File: config.mk
export PLATFORM = sky130hd
export DESIGN_NAME = pps_capture
export DESIGN_NICKNAME = d
export VERILOG_FILES = /design/src/rtl/pps_capture_pkg.sv /design/src/rtl/pps_capture_ch.sv /design/src/rtl/pps_capture.sv
export SDC_FILE = /design/constraint.sdc
export NUM_CORES = 1
export LEC_CHECK = 0
export ABC_AREA = 1
export BUFFER_PORTS_ARGS = -buffer_cell sky130_fd_sc_hd__buf_2
export CAP_MARGIN = 10
export CORE_UTILIZATION = 40
export CTS_CLUSTER_SIZE = 30
export DETAILED_ROUTE_END_ITERATION = 7
export PLACE_DENSITY_LB_ADDON = 0.3
export SYNTH_ARGS = -nofsm -noshare
export SYNTH_HDL_FRONTEND = slang
export SYNTH_HIERARCHICAL = 1
export SYNTH_SLANG_ARGS = --single-unit
export TNS_END_PERCENT = 1
File: constraint.sdc
create_clock -name clk -period 2.5 [get_ports clk]
set_input_delay 0.125 -clock clk [delete_from_list [all_inputs] [get_ports clk]]
set_output_delay 0.125 -clock clk [all_outputs]
set_load 0.03 [all_outputs]
File: src/rtl/pps_capture_pkg.sv
// pps_capture_pkg: register map, status bit positions and identity constants
// shared by the PPS capture top level and its per-channel slice.
package pps_capture_pkg;

    localparam logic [7:0] ADDR_NAME0   = 8'h00;
    localparam logic [7:0] ADDR_NAME1   = 8'h01;
    localparam logic [7:0] ADDR_VERSION = 8'h02;
    localparam logic [7:0] ADDR_NUM_CH  = 8'h03;
    localparam logic [7:0] ADDR_IRQ_EN  = 8'h08;

    localparam logic [7:0] CH_BASE   = 8'h10;
    localparam int         CH_STRIDE = 4;

    localparam logic [1:0] OFF_SEC    = 2'd0;
    localparam logic [1:0] OFF_FRAC   = 2'd1;
    localparam logic [1:0] OFF_STATUS = 2'd2;
    localparam logic [1:0] OFF_COUNT  = 2'd3;

    localparam int ST_VALID   = 0;
    localparam int ST_LOST    = 1;
    localparam int ST_OVERRUN = 2;

    localparam logic [31:0] CORE_NAME0   = 32'h7070_735f;
    localparam logic [31:0] CORE_NAME1   = 32'h6361_7074;
    localparam logic [31:0] CORE_VERSION = 32'h302e_3130;

    function automatic logic [7:0] ch_addr(input int ch, input logic [1:0] off);
        return CH_BASE + 8'(ch * CH_STRIDE) + {6'd0, off};
    endfunction

endpackage

File: src/rtl/pps_capture_ch.sv
// pps_capture_ch: one PPS channel -- synchroniser, edge detect, gap filter,
// watchdog, atomic 64-bit timestamp capture, sticky flags and event counters.
// Ports:
//   clk, areset      clock, asynchronous active-low reset
//   pps_in           asynchronous PPS pin
//   ntp_time         64-bit NTP time, synchronous to clk
//   clr_status       W1C mask {overrun, lost, valid}
//   clr_cnt          clears event and reject counters
//   cap_sec/cap_frac captured timestamp words
//   status, counts   register images for the API mux
//   valid            capture-valid flag for the interrupt logic
module pps_capture_ch
    import pps_capture_pkg::*;
#(
    parameter int MIN_GAP = 78125000,
    parameter int TIMEOUT = 234375000
) (
    input  logic        clk,
    input  logic        areset,
    input  logic        pps_in,
    input  logic [63:0] ntp_time,
    input  logic [2:0]  clr_status,
    input  logic        clr_cnt,
    output logic [31:0] cap_sec,
    output logic [31:0] cap_frac,
    output logic [31:0] status,
    output logic [31:0] counts,
    output logic        valid
);

    localparam logic [31:0] GAP_MAX = 32'(MIN_GAP);
    localparam logic [31:0] WD_MAX  = 32'(TIMEOUT);

    logic [2:0]  sync_q, sync_d;
    logic [31:0] gap_q, gap_d;
    logic [31:0] wd_q, wd_d;
    logic [63:0] cap_q, cap_d;
    logic        valid_q, valid_d;
    logic        lost_q, lost_d;
    logic        overrun_q, overrun_d;
    logic [15:0] event_q, event_d;
    logic [15:0] reject_q, reject_d;
    logic        rise, accept;

    always_comb begin
        rise      = sync_q[1] & ~sync_q[2];
        accept    = rise & (gap_q == GAP_MAX);
        sync_d    = {sync_q[1:0], pps_in};
        gap_d     = accept ? '0 : (gap_q == GAP_MAX ? gap_q : gap_q + 32'd1);
        wd_d      = accept ? '0 : (wd_q == WD_MAX ? wd_q : wd_q + 32'd1);
        cap_d     = accept ? ntp_time : cap_q;
        // set terms are OR-ed after the W1C mask so a same-cycle set wins
        valid_d   = accept | (valid_q & ~clr_status[ST_VALID]);
        overrun_d = (accept & valid_q) | (overrun_q & ~clr_status[ST_OVERRUN]);
        // lost sets only on the step into TIMEOUT, so a W1C sticks while
        // the watchdog stays saturated
        lost_d    = (~accept & (wd_q == WD_MAX - 32'd1)) | (lost_q & ~clr_status[ST_LOST]);
        event_d   = (clr_cnt ? '0 : event_q) + 16'(accept);
        reject_d  = (clr_cnt ? '0 : reject_q) + 16'(rise & ~accept);
    end

    always_ff @(posedge clk or negedge areset) begin
        if (!areset) begin
            sync_q    <= '0;
            gap_q     <= GAP_MAX;
            wd_q      <= '0;
            cap_q     <= '0;
            valid_q   <= 1'b0;
            lost_q    <= 1'b0;
            overrun_q <= 1'b0;
            event_q   <= '0;
            reject_q  <= '0;
        end else begin
            sync_q    <= sync_d;
            gap_q     <= gap_d;
            wd_q      <= wd_d;
            cap_q     <= cap_d;
            valid_q   <= valid_d;
            lost_q    <= lost_d;
            overrun_q <= overrun_d;
            event_q   <= event_d;
            reject_q  <= reject_d;
        end
    end

    assign cap_sec  = cap_q[63:32];
    assign cap_frac = cap_q[31:0];
    assign status   = {29'd0, overrun_q, lost_q, valid_q};
    assign counts   = {reject_q, event_q};
    assign valid    = valid_q;

endmodule

File: src/rtl/pps_capture.sv
// pps_capture: multi-channel PPS timestamp unit with 32-bit cs/we register API.
// Ports:
//   clk, areset          clock, asynchronous active-low reset
//   ntp_time             64-bit NTP time (seconds:fraction)
//   pps_in               asynchronous PPS pins, one per channel
//   cs, we, address,
//   write_data           register access; writes land at the clock edge
//   read_data            combinational read data, 0 unless cs & ~we
//   irq                  registered level interrupt, |(valid & irq_en)
module pps_capture
    import pps_capture_pkg::*;
#(
    parameter int NUM_CH  = 2,
    parameter int MIN_GAP = 78125000,
    parameter int TIMEOUT = 234375000
) (
    input  logic              clk,
    input  logic              areset,
    input  logic [63:0]       ntp_time,
    input  logic [NUM_CH-1:0] pps_in,
    input  logic              cs,
    input  logic              we,
    input  logic [7:0]        address,
    input  logic [31:0]       write_data,
    output logic [31:0]       read_data,
    output logic              irq
);

    logic              wr;
    logic [31:0]       ch_word [NUM_CH][4];
    logic [NUM_CH-1:0] valid;
    logic [NUM_CH-1:0] irq_en_q, irq_en_d;
    logic              irq_q, irq_d;
    logic [31:0]       ch_rd, rd;
    logic              unused_wdata;

    assign wr           = cs & we;
    assign unused_wdata = ^write_data[31:3];

    for (genvar g = 0; g < NUM_CH; g++) begin : g_ch
        logic [2:0] clr_status;
        logic       clr_cnt;
        assign clr_status = (wr && address == ch_addr(g, OFF_STATUS)) ? write_data[2:0] : 3'd0;
        assign clr_cnt    = wr && address == ch_addr(g, OFF_COUNT);
        pps_capture_ch #(
            .MIN_GAP(MIN_GAP),
            .TIMEOUT(TIMEOUT)
        ) u_ch (
            .clk       (clk),
            .areset    (areset),
            .pps_in    (pps_in[g]),
            .ntp_time  (ntp_time),
            .clr_status(clr_status),
            .clr_cnt   (clr_cnt),
            .cap_sec   (ch_word[g][OFF_SEC]),
            .cap_frac  (ch_word[g][OFF_FRAC]),
            .status    (ch_word[g][OFF_STATUS]),
            .counts    (ch_word[g][OFF_COUNT]),
            .valid     (valid[g])
        );
    end

    always_comb begin
        irq_en_d = (wr && address == ADDR_IRQ_EN) ? write_data[NUM_CH-1:0] : irq_en_q;
        irq_d    = |(valid & irq_en_q);
    end

    always_ff @(posedge clk or negedge areset) begin
        if (!areset) begin
            irq_en_q <= '0;
            irq_q    <= 1'b0;
        end else begin
            irq_en_q <= irq_en_d;
            irq_q    <= irq_d;
        end
    end

    // channel windows beyond NUM_CH never match and fall through to 0
    always_comb begin
        ch_rd = '0;
        for (int c = 0; c < NUM_CH; c++)
            if ({address[7:2], 2'b00} == ch_addr(c, OFF_SEC))
                ch_rd = ch_word[c][address[1:0]];
        rd = address == ADDR_NAME0   ? CORE_NAME0 :
             address == ADDR_NAME1   ? CORE_NAME1 :
             address == ADDR_VERSION ? CORE_VERSION :
             address == ADDR_NUM_CH  ? 32'(NUM_CH) :
             address == ADDR_IRQ_EN  ? 32'(irq_en_q) : ch_rd;
    end

    assign read_data = (cs & ~we) ? rd : '0;
    assign irq       = irq_q;

endmodule

Yosys cells after proc, flatten, opt, wreduce, memory -nomap -nowiden --
Cells that the tools add are included.
Storage, ports and cells: input port bits 110, register bits after elaboration 335, logic and storage cells 123
Operators by class: bitwise logic cells 39, magnitude comparators 1, muxes and demuxes 28, reduce and logical (&&, ||, !) cells 7, add/subtract/negate cells 8, equality and inequality tests 20
Operator list (count):
- $mux W32 | 20
- $add A32 B1 Y32 const B | 4
- $bmux W32 S2 | 2
- $eq A32 B28 Y1 const B | 4
- $eq A32 B27 Y1 const B | 2
- $mux W16 | 4
- $add A16 B1 Y16 | 2
- $add A16 B16 Y16 | 2
- $and A1 B16 Y16 | 2
- $eq A8 B5 Y1 const B | 4
- $not A1 Y16 | 2
- $and A1 B1 Y1 | 16
- $eq A8 B2 Y1 const B | 2
- $eq A6 B3 Y1 const B | 2
- $not A1 Y1 | 11
- $eq A8 B1 Y1 const B | 1
- $eq A8 B4 Y1 const B | 1
- $logic_not A8 Y1 | 1
- $ne A2 B1 Y1 const B | 4
- $mux W3 | 2
- $or A1 B1 Y1 | 6
- $logic_and A1 B1 Y1 | 5
- $ge A3 B3 Y1 const B | 1
- $not A2 Y3 | 1
- other kinds (2) | 2

Logic depth before layout (Yosys ltp) --
Gate-level depths: netlist (run 1).
depth after elaboration 12, depth in mapped cells 20

By module --
The synthesis (run 1) kept the hierarchy.
By module, submodules not included:
- pps_capture_ch (g_ch[0].u_ch) | instances 1, area an instance 9053.7 um^2, cells an instance 1225, seq. area each 4167.7 um^2
- pps_capture_ch (g_ch[1].u_ch) | instances 1, area an instance 9012.4 um^2, cells an instance 1230, seq. area each 4167.7 um^2
- pps_capture | instances 1, area an instance 3025.4 um^2, cells an instance 670, seq. area each 75.1 um^2

Worst setup path before layout (run 1) --
OpenSTA, ideal clock, no wires.
path type reg2reg, start reg g_ch[1].u_ch.gap_q[7], end reg g_ch[1].u_ch.event_q[13], path buffers 1, period minus slack after synthesis 2407 ps, cell stages (with the launch flop) 15, arrival 2285 ps, setup slack 93 ps, path through dfstp_2 -> nand2_2 -> nor2_1 -> nand2_1 -> nor2_2 -> nand3_4 -> buf_6 -> inv_1 -> ha_1 -> nand2_1 -> nor2_1 -> nand3_1 -> nor2_1 -> nand2_1 -> xor2_1
Between the ends: word-level cells in the longest chain between the ends 3
Ends and longest elaborated chain:
- from (decl) | RTL line pps_capture_ch.sv:35 | logic [31:0] gap_q, gap_d;
- from (signal assigned) | RTL line pps_capture_ch.sv:75 | gap_q <= gap_d;
- $eq A32 B27 Y1 | RTL line pps_capture_ch.sv:47 | accept = rise & (gap_q == GAP_MAX);
- $and A1 B1 Y1 | RTL line pps_capture_ch.sv:47
- $add A16 B1 Y16 | RTL line pps_capture_ch.sv:58 | event_d = (clr_cnt ? '0 : event_q) + 16'(accept);
- net g_ch[1].u_ch.event_d[13] | RTL line pps_capture_ch.sv:41 | logic [15:0] event_q, event_d;
- to (signal assigned) | RTL line pps_capture_ch.sv:81 | event_q <= event_d;
- to (decl) | RTL line pps_capture_ch.sv:41
The timed path passes the listed nets, and every way through them passes these cells. A chain may end at the register's enable or synchronous reset.

Worst setup path in the final report (run 1) --
start reg g_ch[1].u_ch.gap_q[23], end reg g_ch[1].u_ch.event_q[15]
The elaborated chain is that of the path after synthesis.

==> reports/results.ini, run 1 <==
[setup_path]
reg2regPathDepth = 14
rrSetupSlack_ns = 0.13
worstPathRequired_ns = 2.95
crit_type = flop to flop
worstPathArrival_ns = 2.82
timing.rr.end = g_ch[1].u_ch/event_q[15]
crit_path_start_kind = flop
path_max_fanout = 5
regToRegStartpoint = g_ch[1].u_ch/gap_q[23]
end_kind = flop

[min_path]
worstHoldEndpoint = g_ch[1].u_ch/overrun_q
hold_path.startpoint = write_data[2]
worstHoldPathType = input pin to flop
worstHoldPathCells = 6

[job]
max_cap_violations = 0

[detailed_routing]
drtIter0Drc = 1820
routed_wirelength_um = 64800
vias_per_cell = 4.92
vias = 19900
wl_per_cell_um = 16.1
firstDrtPassIters = 6
ant_nets = 0
route.detailed.drc = 0

[synth]
synth_common_cells = nand2_1 (1191), nor2_1 (494), dfrtp_1 (313)
synth_edf_count = 0
ys_ff_latch = 335
yosysUniqueCellTypes = 43
synthTopCellsByArea = dfrtp_1 (37%), nand2_1 (21%), nor2_1 (8.8%)
yosysTopAreaCell = dfrtp_1
synthCells = 3125
syn_avg_cell_area_um2 = 6.75
netlist_area_um2 = 21100
ys_seq_area_share_pct = 39.9
synth_top_cell_area_share_pct = 37.1
synth_most_common_cell = nand2_1
synth.yosys.warnings = 6
synth_top_flop_cell = dfrtp_1
ys_async_sr_fraction_pct = 100

[sta]
fin_crit_ns = 2.37
tightest_slew_ns = 0.999
rsz0062_at_grt = true
timing.final.hold_violations = 0
setup_viol = 0
max_slew_margin_pct = 33.4
finalClockSkew_ns = 0.0258
layout_setup_ws_ns = 0.131
whs_ns = 0.0294
report.final.slew_viol_count = 0
max_freq_mhz = 422
fin_crit_sh_pct = 94.8

[global_route]
grt_pass1_vias = 18800
grtUsageMet1_pct = 35.1
overflow = 0
grt_max_degree = 86
track_usage_pct = 24.5
use_met2_pct = 36.6
busiest_layer = met2
antenna_found_initial = 4
grtUsageMet3_pct = 4.58
grt_pass1_wl_um = 103000

[final_layout]
final_area_um2 = 24400
nets = 3448
n_fill_cell = 5345
syn2layout_area_growth_pct = 15.5
drive_above_1_share_pct = 12.8
layout.cells.non_filler = 4034

[clock_tree]
htree_levels = 2
cts.sinks = 335
cts-root-buf = clkbuf_16
cts_tree = done
clk_pin_slew_ns = 0.06
postCtsSetupBuffers = 0
cts-buffers-inserted = 41
clk_path_buf_depth = 3
insertion_delay_ns = 0.58

[power_and_ir_drop]
p_switching_mw = 3.42
p_int_mw = 9.62
power.density_nw_per_um2 = 535
pwr-share-clk_pct = 47.7
switching_share_pct = 26.2
power.total_mw = 13.0
comb_power_share_pct = 8.7
total_leakage_power_nw = 11.7
p_seq_share_pct = 43.7
peakVddDrop_mv = 0.495

[placed_design]
gp_congestion = 0.940
place_hpwl_um = 46700
portBuffers = 113
dpl_cell_area_um2 = 22200
dp_slack_ns = 0.0689
dp_cells = 3888

[die]
start_util_pct = 40.8
die-area_um2 = 53700
std_cell_rows = 83
core-area_um2 = 51700
dieHeight_um = 232
num_io_pins = 143
die_x_um = 232

[run_status]
outcome = completed

-- metrics by stage --
stage	setup TNS, ns	utilization (%)
global placement	0	43.0
global route	-0.0125	47.1
finish	0	47.1
CTS	0	47.0
floorplan	0	-
detailed placement	0	43.0
-- routing by layer --
| layer | wire length [um] | part of all wire, % | vias to the layer above |
|---|---|---|---|
| met5 | 27 | 0.042 | - |
| met4 | 1890 | 2.9 | 4 |
| met3 | 4810 | 7.4 | 128 |
| met2 | 27900 | 43 | 670 |
| met1 | 30200 | 47 | 9158 |
| li1 | - | - | 9894 |
-- cell usage in the layout (no fill, tap or decap), drive strengths merged, types with 2 or more instances in the layout --
cell	instances
a21oi	30
and2	3
buf	191
bufinv	5
clkbuf	52
clkinv	10
clkinvlp	6
conb	58
dfrtp	313
dfstp	22
diode	2
dlygate4sd3	69
ha	18
inv	309
nand2	1199
nand3	316
nand3b	2
nand4	29
nor2	509
nor3	30
o211ai	8
o21ai	67
o21bai	2
or2	31
xnor2	9
xor2	60
-- critical path: stages, from the launching register on --
cell     delay [ns]
dfstp_2        0.57
nand2_1        0.08
nor2_1         0.17
nand2_1        0.09
nor2_2         0.13
nand3_4        0.11
inv_1          0.07
ha_1           0.20
nand2_1        0.07
nor2_1         0.17
nand3_2        0.15
nor2_1         0.23
nand2_1        0.09
nand2_1        0.06
nand2_1        0.04
-- power groups by stage --
stage | sequential (mW) | combinational (mW) | clock, mW
2_1_floorplan | 5.74 | 0.642 | 0
3_3_place_gp | 5.79 | 1.01 | 0
3_5_place_dp | 5.79 | 1.02 | 0
4_1_cts | 5.69 | 1.11 | 6.35
5_1_grt | 5.72 | 1.26 | 6.54
6_report | 5.69 | 1.13 | 6.22
-- cell type report --
class	instances	area (um^2)	area share, %
antenna	2	5.00	0.0205
clock inverter	23	278	1.14
clock buffer	52	1110	4.55
multi-input combinational	2375	10600	43.5
sequential	335	8410	34.5
tap	680	851	3.49
inverter	307	1160	4.76
timing repair buffer	260	1940	7.96
-- worst max-delay path by stage --
stage	from	end	slack (ns)	cells after the start
final	g_ch[1].u_ch/gap_q[23]	g_ch[1].u_ch/event_q[15]	0.13	14
after global routing	g_ch[1].u_ch/gap_q[23]	g_ch[1].u_ch/event_q[15]	-0.01	14
after CTS	g_ch[1].u_ch/gap_q[26]	g_ch[1].u_ch/event_q[13]	0.06	13
after detailed placement	g_ch[0].u_ch/gap_q[7]	g_ch[0].u_ch/event_q[13]	0.07	16
after global placement	g_ch[1].u_ch/gap_q[26]	g_ch[1].u_ch/event_q[13]	0.10	13
after floorplan	g_ch[1].u_ch/gap_q[7]	g_ch[1].u_ch/event_q[13]	0.09	14
-- registers in the layout, indices dropped and copies added, names as in the netlist --
signal,cells
g_ch.u_ch/gap_q,64
irq,1
g_ch.u_ch/reject_q,32
g_ch.u_ch/lost_q,2
g_ch.u_ch/overrun_q,2
g_ch.u_ch/valid,2
g_ch.u_ch/wd_q,64
g_ch.u_ch/cap_q,128
g_ch.u_ch/event_q,32
g_ch.u_ch/sync_q,6
irq_en_q,2
-- cell families after synthesis --
family	count (synthesis)	share of synthesized area, %
AOI/OAI and AO/OA	109	2.73
buffers and inverters	471	11.2
other	2	0.0356
adders and majority gates	18	1.07
DFF	335	39.9
xor gates and xnor gates	69	2.87
and+or+nand+nor	2121	42.2
-- what timing repair did --
| item | 4_1_cts | 5_1_grt |
|---|---|---|
| setup endpoints to repair | 0 | 16 |
| resized for setup | 0 | 18 |
| hold buffers | 69 | 0 |
| endpoints found under the hold margin | 242 | 0 |
(Power assumes the default switching activity.)
==> run 2: changes to the inputs <==
==> constraint.sdc (replaced) <==
create_clock -name clk -period 2.75 [get_ports clk]
set_input_delay 0.1375 -clock clk [delete_from_list [all_inputs] [get_ports clk]]
set_output_delay 0.1375 -clock clk [all_outputs]
set_load 0.03 [all_outputs]
==> run 2 against run 1 <==
  * Cell count fell by 0.42%
  * Routed wire length fell by 1.8%
  * Register-to-register slack improved by 0.14 ns
  * First-iteration DRC count fell by 13%
  * Critical endpoint is now read_data[10]
  * Die area did not move
  * Largest cell class unchanged
  * Power fell by 8.9%
  * Clock power fell by 8.4%
  * Non-clock buffer count fell by 14
==> reports/results.ini, run 2 (synthesis gave the netlist of run 1 again) <==
[sta]
report.final.slew_viol_count = 0  ; unchanged
finalClockSkew_ns = 0.0332  ; was 0.0258 ns
rsz0062_at_grt = false  ; was true
tightest_slew_ns = 0.950  ; was 0.999 ns
setup_viol = 0  ; unchanged
fin_crit_ns = 2.49
max_freq_mhz = 402
timing.final.hold_violations = 0  ; unchanged
max_slew_margin_pct = 36.7  ; was 33.4%
fin_crit_sh_pct = 90.4
fin_setup_tns_ns = 0  ; unchanged

[detailed_routing]
vias_per_cell = 4.90  ; was 4.92
wl_met3_um = 4360  ; was 4810 um
ant_nets = 0  ; unchanged
routed_wirelength_um = 63700  ; was 64800 um
vias = 19700  ; was 19.9k
drtIter0Drc = 1575  ; was 1820
dr_wl_met2_um = 28100  ; was 27900 um
route.detailed.drc = 0  ; unchanged
route.top_layer_used = met4  ; was met5
drt-met1-wl_um = 30100  ; was 30200 um
firstDrtPassIters = 6  ; unchanged
wl_per_cell_um = 15.8  ; was 16.1 um

[setup_path]
crit_type = flop to output pin  ; was flop to flop
regToRegStartpoint = g_ch[1].u_ch/gap_q[1]  ; was g_ch[1].u_ch/gap_q[23]
rrSetupSlack_ns = 0.27  ; was 0.13 ns
crit_path_start_kind = flop  ; unchanged
worstPathArrival_ns = 2.35  ; was 2.82 ns
path_max_fanout = 2  ; was 5
end_kind = output pin  ; was flop
reg2regPathDepth = 13  ; was 14
worstPathRequired_ns = 2.61  ; was 2.95 ns
timing.rr.end = g_ch[1].u_ch/reject_q[14]  ; was g_ch[1].u_ch/event_q[15]

[power_and_ir_drop]
power.density_nw_per_um2 = 490  ; was 535 nW/um^2
comb_power_share_pct = 8.4  ; was 8.7%
p_seq_share_pct = 43.5  ; was 43.7%
p_switching_mw = 3.02  ; was 3.42 mW
peakVddDrop_mv = 0.490  ; was 0.495 mV
pwr-share-clk_pct = 48.0  ; was 47.7%
p_int_mw = 8.86  ; was 9.62 mW
switching_share_pct = 25.4  ; was 26.2%
total_leakage_power_nw = 11.7  ; about the same

[die]
die_x_um = 232  ; unchanged
dieHeight_um = 232  ; unchanged
std_cell_rows = 83  ; unchanged
die-area_um2 = 53700  ; unchanged
start_util_pct = 40.8  ; unchanged
core-area_um2 = 51700  ; unchanged
num_io_pins = 143  ; unchanged

[global_route]
track_usage_pct = 24.0  ; was 24.5%
antenna_found_initial = 0  ; was 4
grt_max_degree = 94  ; was 86
grt_pass1_wl_um = 102000  ; was 103000 um
grt_pass1_vias = 18500  ; was 18.8k
overflow = 0  ; unchanged

[final_layout]
regArea_um2 = 8410  ; unchanged
multi_input_area_um2 = 10600  ; about the same
n_fill_cell = 5369  ; was 5345
diodes = 0  ; was 2
final_common_cell = nand2_1  ; unchanged
largest_register_ffs = 128  ; unchanged
most-common-layout-cells = nand2_1 (1191), nor2_1 (490), dfrtp_1 (313)  ; was nand2_1 (1190), nor2_1 (482), dfrtp_1 (313)
top_regs = g_ch.u_ch/cap_q x128, g_ch.u_ch/gap_q x64, g_ch.u_ch/wd_q x64  ; unchanged
nets = 3433  ; was 3448
postLayoutCoreUtil_pct = 46.9  ; was 47.1%
syn2layout_area_growth_pct = 15.0  ; was 15.5%
drive_above_1_share_pct = 11.8  ; was 12.8%
top_register = g_ch.u_ch/cap_q  ; unchanged

[clock_tree]
clk_pin_slew_ns = 0.06  ; about the same
cts.sinks = 335  ; unchanged
postCtsSetupBuffers = 0  ; unchanged
cts_tree = done  ; unchanged
cts-root-buf = clkbuf_16  ; unchanged
insertion_delay_ns = 0.58  ; about the same
clk_path_buf_depth = 3  ; unchanged
htree_levels = 2  ; unchanged
cts-buffers-inserted = 40  ; was 41

[min_path]
worstHoldPathType = input pin to async pin  ; was input pin to flop

[placed_design]
portBuffers = 113  ; unchanged
place_hpwl_um = 45700  ; was 46700 um
gp_congestion = 0.930  ; was 0.940

[job]
max_cap_violations = 0  ; unchanged

[run_status]
outcome = completed  ; unchanged

## run 2: cell count changes in the layout (fill, tap and decap cells not counted), sizes merged, moves of 3 or more
cell / before / now
buf: 191 / 174
clkbuf: 52 / 61
clkinv: 10 / 6
clkinvlp: 6 / 3
dlygate4sd3: 69 / 72
## run 2: worst max path at each step
stage / from / slack (ns) / endpoint / cells past startpoint
after CTS: g_ch[0].u_ch/gap_q[23] / 0.23 / g_ch[0].u_ch/event_q[13] / 16
after floorplan: g_ch[1].u_ch/gap_q[7] / 0.34 / g_ch[1].u_ch/event_q[13] / 14
after detailed placement: g_ch[0].u_ch/gap_q[23] / 0.23 / g_ch[0].u_ch/event_q[13] / 16
after global routing: g_ch[0].u_ch/gap_q[0] / 0.03 / g_ch[0].u_ch/event_q[13] / 18
final: g_ch[1].u_ch/event_q[10] / 0.26 / read_data[10] / 7
after global placement: g_ch[0].u_ch/gap_q[23] / 0.26 / g_ch[0].u_ch/event_q[13] / 16
## run 2: what timing repair did
| action | in CTS | in global routing |
|---|---|---|
| hold buffers | 72 | 0 |
| hold endpoints to repair | 210 | 0 |
| gates resized for setup | 0 | 2 |
| setup endpoints to repair | 0 | 2 |
## run 2: critical path, cell delays in order, from the launching register on
cell and delay (ns):
dfrtp_1 0.35, nor2_1 0.05, o21ai_0 0.42, o211ai_1 0.15, o21ai_0 0.36, nand2_1 0.17
inv_1 0.08, buf_2 0.19
## run 2: per-layer routing
layer  vias up  GRT usage [%]
li1       9894              -
met1      9149           34.9
met2       572           37.3
met3        76           4.06
met4         0           5.14
met5         -              0
## run 2: cell type report
type	count	area share (%)
Multi-Input combinational cell	2375	43.5
Clock inverter	13	0.774
Tap cell	680	3.51
Clock buffer	61	5.04
Inverter	307	4.78
Sequential cell	335	34.7
Timing Repair Buffer	246	7.70
## run 2: per-stage QoR
step / worst slack [ns] / power (mW) / area [um^2] / cells / hold slack (ns)
floorplan: 0.343 / 5.80 / 21300 / 3181 / -0.158
global placement: 0.258 / 6.16 / 22100 / 3871 / 0.246
detailed placement: 0.234 / 6.16 / 22100 / 3871 / 0.235
CTS: 0.230 / 12.0 / 24200 / 4017 / 0.183
global route: 0.0270 / 12.3 / 24200 / 4017 / 0.201
finish: 0.265 / 11.9 / 24200 / 4017 / 0.217
## run 2: power by group through the flow
| stage | Clock, mW | Sequential (mW) | Combinational [mW] |
|---|---|---|---|
| 2_1_floorplan | 0 | 5.22 | 0.584 |
| 5_1_grt | 6.03 | 5.19 | 1.12 |
| 3_5_place_dp | 0 | 5.25 | 0.911 |
| 4_1_cts | 5.82 | 5.17 | 0.997 |
| 6_report | 5.70 | 5.17 | 1.00 |
| 3_3_place_gp | 0 | 5.26 | 0.909 |
